## src/rtl/sram_bus_arbiter.sv

```systemverilog
// sram_bus_arbiter: shares one asynchronous SRAM between the instruction bus
// (read-only) and the data bus (read/write). One access at a time, granted
// from IDLE only, with programmable read/write wait states and a one-cycle ack.
// Every pad-facing output is a flop so the top-level tristate pads see clean edges.
module sram_bus_arbiter #(
    parameter int ADDR_W        = 20,
    parameter int DATA_W        = 32,
    parameter int READ_WAIT     = 1,
    parameter int WRITE_WAIT    = 2,
    parameter int MAX_IBUS_WAIT = 4
) (
    input  logic                  clk,
    input  logic                  rst_n,
    input  logic                  ibus_req,
    input  logic [ADDR_W-1:0]     ibus_addr,
    output logic [DATA_W-1:0]     ibus_rdata,
    output logic                  ibus_ack,
    input  logic                  dbus_req,
    input  logic                  dbus_we,
    input  logic [DATA_W/8-1:0]   dbus_be,
    input  logic [ADDR_W-1:0]     dbus_addr,
    input  logic [DATA_W-1:0]     dbus_wdata,
    output logic [DATA_W-1:0]     dbus_rdata,
    output logic                  dbus_ack,
    output logic [ADDR_W-1:0]     sram_addr,
    output logic [DATA_W-1:0]     sram_wdata,
    input  logic [DATA_W-1:0]     sram_rdata,
    output logic                  sram_drive,
    output logic                  sram_ce_n,
    output logic                  sram_oe_n,
    output logic                  sram_we_n,
    output logic [DATA_W/8-1:0]   sram_be_n
);

    localparam int CNT_MAX = (READ_WAIT + 1 > WRITE_WAIT) ? READ_WAIT + 1 : WRITE_WAIT;
    localparam int CNT_W   = $clog2(CNT_MAX + 1);
    localparam int STV_W   = $clog2(MAX_IBUS_WAIT + 1);

    localparam logic [CNT_W-1:0] RD_LAST = CNT_W'(READ_WAIT);
    localparam logic [CNT_W-1:0] WP_LAST = CNT_W'(WRITE_WAIT - 1);
    localparam logic [STV_W-1:0] STV_MAX = STV_W'(MAX_IBUS_WAIT);

    localparam logic [2:0] S_IDLE = 3'd0;
    localparam logic [2:0] S_RD   = 3'd1;
    localparam logic [2:0] S_WS   = 3'd2;
    localparam logic [2:0] S_WP   = 3'd3;
    localparam logic [2:0] S_WH   = 3'd4;
    localparam logic [2:0] S_ACK  = 3'd5;

    logic [2:0]       state;
    logic [CNT_W-1:0] cnt;
    logic [STV_W-1:0] starve;
    logic             owner_ibus;
    logic             any_req;
    logic             grant_ibus;

    // dbus normally wins; ibus only loses MAX_IBUS_WAIT times in a row
    assign any_req    = ibus_req | dbus_req;
    assign grant_ibus = ibus_req & (~dbus_req | (starve == STV_MAX));

    // Count consecutive dbus wins that left ibus waiting
    always_ff @(posedge clk or negedge rst_n) begin
        if (!rst_n) begin
            starve <= '0;
        end else if (state == S_IDLE && any_req) begin
            if (grant_ibus || !ibus_req)
                starve <= '0;
            else if (starve != STV_MAX)
                starve <= starve + 1'b1;
        end
    end

    // Access FSM: grant in IDLE, run the SRAM cycle, pulse the owner's ack
    always_ff @(posedge clk or negedge rst_n) begin
        if (!rst_n) begin
            state      <= S_IDLE;
            cnt        <= '0;
            owner_ibus <= 1'b0;
            sram_addr  <= '0;
            sram_wdata <= '0;
            sram_drive <= 1'b0;
            sram_ce_n  <= 1'b1;
            sram_oe_n  <= 1'b1;
            sram_we_n  <= 1'b1;
            sram_be_n  <= '1;
            ibus_ack   <= 1'b0;
            dbus_ack   <= 1'b0;
            ibus_rdata <= '0;
            dbus_rdata <= '0;
        end else begin
            ibus_ack <= 1'b0;
            dbus_ack <= 1'b0;
            case (state)
                S_IDLE: begin
                    if (any_req) begin
                        owner_ibus <= grant_ibus;
                        cnt        <= '0;
                        sram_addr  <= grant_ibus ? ibus_addr : dbus_addr;
                        sram_ce_n  <= 1'b0;
                        if (!grant_ibus && dbus_we) begin
                            sram_wdata <= dbus_wdata;
                            sram_be_n  <= ~dbus_be;
                            sram_drive <= 1'b1;
                            state      <= S_WS;
                        end else begin
                            sram_be_n <= '0;
                            sram_oe_n <= 1'b0;
                            state     <= S_RD;
                        end
                    end
                end
                S_RD: begin
                    if (cnt == RD_LAST) begin
                        if (owner_ibus) begin
                            ibus_rdata <= sram_rdata;
                            ibus_ack   <= 1'b1;
                        end else begin
                            dbus_rdata <= sram_rdata;
                            dbus_ack   <= 1'b1;
                        end
                        sram_ce_n <= 1'b1;
                        sram_oe_n <= 1'b1;
                        sram_be_n <= '1;
                        state     <= S_ACK;
                    end else begin
                        cnt <= cnt + 1'b1;
                    end
                end
                S_WS: begin
                    // address/data settle one cycle before we_n falls
                    sram_we_n <= 1'b0;
                    cnt       <= '0;
                    state     <= S_WP;
                end
                S_WP: begin
                    if (cnt == WP_LAST) begin
                        sram_we_n <= 1'b1;
                        state     <= S_WH;
                    end else begin
                        cnt <= cnt + 1'b1;
                    end
                end
                S_WH: begin
                    // data held one cycle past we_n rise, then release the pads
                    sram_drive <= 1'b0;
                    sram_ce_n  <= 1'b1;
                    sram_be_n  <= '1;
                    dbus_ack   <= 1'b1;
                    state      <= S_ACK;
                end
                S_ACK: begin
                    state <= S_IDLE;
                end
                default: begin
                    state <= S_IDLE;
                end
            endcase
        end
    end

endmodule

```

## config.mk

```make
export PLATFORM = sky130hd
export DESIGN_NAME = sram_bus_arbiter
export DESIGN_NICKNAME = d
export VERILOG_FILES = /design/src/rtl/sram_bus_arbiter.sv
export SDC_FILE = /design/constraint.sdc
export NUM_CORES = 1
export LEC_CHECK = 0
export CELL_PAD_IN_SITES_DETAIL_PLACEMENT = 1
export CELL_PAD_IN_SITES_GLOBAL_PLACEMENT = 2
export CORE_MARGIN = 3
export CORE_UTILIZATION = 27
export CTS_BUF_LIST = sky130_fd_sc_hd__clkbuf_16
export DETAILED_ROUTE_END_ITERATION = 8
export PLACE_DENSITY_LB_ADDON = 0.1
export SLEW_MARGIN = 20
export SYNTH_ARGS = -nofsm -noshare
export SYNTH_HDL_FRONTEND = slang
export SYNTH_SLANG_ARGS = --single-unit
```

## constraint.sdc

```tcl
create_clock -name clk -period 2.58 [get_ports clk]
set_input_delay 0.387 -clock clk [delete_from_list [all_inputs] [get_ports clk]]
set_output_delay 0.387 -clock clk [all_outputs]
set_load 0.02 [all_outputs]
```

==> summary.txt <==
Timing
  • RSZ-0062 raised after global routing: false
  • Fmax: around 500 MHz
  • Worst setup margin: 0.583 ns
  • Finish-stage setup viols: 0
  • Setup_tns: 0 ns
  • Minimum clock period after layout: 2.00 ns
  • Slew HR: approximately 60%
  • Fin. max-slew vios: 0
  • Final Hold Viols: 0
  • Least-Margin Pin Slew: slightly below 0.6 ns
  • Post-route clock period utilization: 77.4%
  • Final Skew: 0.00751 ns

Clock tree
  • Clk buf depth: 2
  • Hold_buf cts: 1
  • Number of setup buffers added after CTS: 0
  • Clock transition at path regs: roughly 0.06 ns
  • Clock Sinks: 135
  • Worst-Skew Late Latency: between 0.4 and 0.5 ns
  • Post-CTS sizing: 0
  • Total CTS buffers: 17
  • CTS tree: built
  • H-tree depth: 4
  • Clock root buffer master: clkbuf_16

Worst setup path
  • Crit path arrival time: about 1.6 ns
  • Crit path max-delay family: buffers and inverters
  • Reg-to-reg endpoint: sram_wdata[10]$_DFFE_PN0P_
  • Critical path class: register to output port
  • Reg2reg setup slack: 0.60 ns
  • Setup crit end kind: output port
  • Crit Path Max Fanout: 2
  • Crit path to: sram_oe_n
  • Critical-path cell list: clkdlybuf4s50_1
  • Data required, critical path: 2.19 ns
  • Critical Path Source Type: register
  • Slowest Stage Delay on Critical Path: 0.67 ns
  • Worst Reg-to-Reg Cells: 7
  • WP depth: 1
  • Slowest library cell on the worst path: clkdlybuf4s50_1
  • Buffer and inverter count on the worst path: 1
  • R2r startpoint: starve[0]$_DFFE_PN0P_
  • Worst Setup SP: sram_oe_n$_DFFE_PN1P_

Placed design
  • GP Congestion: ~0.71
  • Pre-CTS setup slack: 0.247 ns
  • Port Buffers: 238
  • HPWL after DPL: between 10 and 15 mm
  • Post-Place Cells: 877

Logic synthesis
  • Register area share after synthesis: 61.7%
  • Cells after Synth: 386
  • Main synth FF type: dfrtp_1
  • Syn nets: 502
  • Average size of a mapped cell: 14.2 µm²
  • Register bit total from synthesis: 135
  • Cell Area, Synth: between 5000 and 6000 µm²
  • Distinct cells, synth: 38
  • Asr flop ratio synth: 100%
  • Total of warnings raised by yosys: 0
  • EDFF count, synth: 0

Run
  • Max Cap Viol: 0

GRT
  • First-pass GRT wire length: 24.4 mm
  • Largest net degree at the start of global routing: 61
  • Initial antenna violation count: 0
  • Vias in the first global route: 4,530
  • Overflow after GRT: 0
  • Total Routing Usage GR: 14.0%

Cells and area
  • Leading cell types in the layout, fill and taps excluded: clkdlybuf4s50_1 (237), dfrtp_1 (128), mux2_2 (51)
  • Syn-to-layout area delta: 60.2%
  • Multi-input gate area: about 1900 µm²
  • Ant. Diodes: 0
  • Most common cell after layout, fill and taps aside: clkdlybuf4s50_1
  • FILL cells: 2,048
  • Ratio of cells with drive above 1 in the final layout: roughly 17%
  • Post-Layout Cell Count: 910
  • Register Area: 3390 µm²
  • Util after Layout: 44.6%
  • Final layout net count: 748

Detailed routing
  • Via count: 3,977
  • Post-route ant nets: 0
  • Vias per cell: 4.37
  • DR pass1 iterations: 4
  • WL final: ~15 mm
  • WL/cell: 16.8 µm
  • Residual DRC: 0
  • Initial DRC Count: roughly 140

Floorplanning
  • FP Rows: between 50 and 60
  • Ports: 239
  • Starting Density: 27.8%
  • Die X: 149 µm
  • Die Span Y: 149 µm
  • Core region area: 19,700 µm²
  • Die Area: between 20,000 and 25,000 µm²

Power
  • Power per cell area: about 1300 nW/µm²
  • Worst VDD drop: 0.000528 V
  • Pleak: 3.74 nW

Min path
  • Hold/Removal Path Class: register to register

Status
  • Status: finished clean
==> registers in the layout (all words and copies together) (netlist names) <==
signal,count
sram_oe_n,1
dbus_ack,1
starve,3
owner_ibus,1
sram_ce_n,1
sram_drive,1
state,3
ibus_ack,1
sram_addr,20
sram_we_n,1
cnt,2
dbus_rdata,32
sram_wdata,32
ibus_rdata,32
sram_be_n,4
==> Yosys cell counts (2+ instances only) <==
| cell | instances | area share (%) |
|---|---|---|
| a21o_1 | 2 | 0.27 |
| a21oi_1 | 8 | 0.73 |
| a31oi_1 | 5 | 0.57 |
| a32o_1 | 2 | 0.36 |
| buf_12 | 2 | 0.73 |
| buf_2 | 2 | 0.18 |
| buf_4 | 7 | 0.96 |
| buf_6 | 4 | 0.82 |
| clkbuf_1 | 5 | 0.34 |
| dfrtp_1 | 128 | 58 |
| dfstp_2 | 7 | 3.4 |
| ha_1 | 3 | 0.68 |
| inv_1 | 7 | 0.48 |
| mux2_1 | 45 | 9.2 |
| mux2_2 | 51 | 10 |
| mux2i_1 | 20 | 3.6 |
| nand2_1 | 28 | 1.9 |
| nand2b_1 | 3 | 0.34 |
| nand3_1 | 3 | 0.27 |
| nor2_1 | 6 | 0.41 |
| nor3_1 | 3 | 0.27 |
| o21ai_0 | 27 | 2.5 |
| o22a_1 | 3 | 0.48 |
==> worst reg2reg max path: cells and delay by family, from the launching register on <==
kind                       cells  cell delay, ns
AOI/OAI and AO/OA              2            0.49
muxes                          1            0.37
and+or+nand+nor                1            0.12
buffers and inverters          2            0.30
DFF                            1            0.35
adders and majority gates      1            0.24
==> power breakdown <==
group,switching [mW],internal [mW]
Combinational,2.60,2.73
Sequential,0.575,3.21
Clock,0.980,1.54
Total,4.16,7.48
==> final cells by class <==
cell class / instances / area share, %
Sequential cell: 135 / 38.5
Timing Repair Buffer: 247 / 28.6
Multi-Input combinational cell: 224 / 21.8
Clock buffer: 17 / 4.84
Tap cell: 265 / 3.77
Clock inverter: 15 / 2.19
Inverter: 7 / 0.299
==> stage by stage <==
stage | power [mW] | hold WS [ns] | area, µm²
after floorplan | 6.48 | 0.0914 | 5490
after global placement | 9.10 | 0.403 | 8160
after detailed placement | 9.26 | 0.415 | 8160
after CTS | 11.9 | 0.484 | 8790
after global routing | 12.4 | 0.496 | 8790
final | 11.6 | 0.479 | 8790
==> layer usage <==
layer  part of all wire [%]  vias up  global-route usage [%]
met5                      0        -                       0
met4                    1.1        0                    4.57
met3                    9.0       14                    5.36
met2                     48      154                    23.1
met1                     42     1962                    17.0
li1                       -     1847                       -
==> how the worst min path moves through the flow <==
stage,from,end,slack [ns],cells past startpoint
after floorplan,rst_n,cnt[0]$_DFFE_PN0P_,0.09,0
after global placement,rst_n,sram_wdata[13]$_DFFE_PN0P_,0.40,1
after detailed placement,rst_n,ibus_rdata[29]$_DFFE_PN0P_,0.42,1
after CTS,sram_addr[0]$_DFFE_PN0P_,sram_addr[0]$_DFFE_PN0P_,0.48,2
after global routing,sram_drive$_DFFE_PN0P_,sram_drive$_DFFE_PN0P_,0.50,1
final,sram_addr[0]$_DFFE_PN0P_,sram_addr[0]$_DFFE_PN0P_,0.48,2
==> kinds of logic after synthesis <==
| kind of cell | synth area share (%) |
|---|---|
| buf+inv | 3.51 |
| flops | 61.7 |
| mux | 23.3 |
| compound gates | 5.79 |
| fa+ha+maj | 0.684 |
| simple gates | 4.95 |
Power figures use the tool's default switching activity.
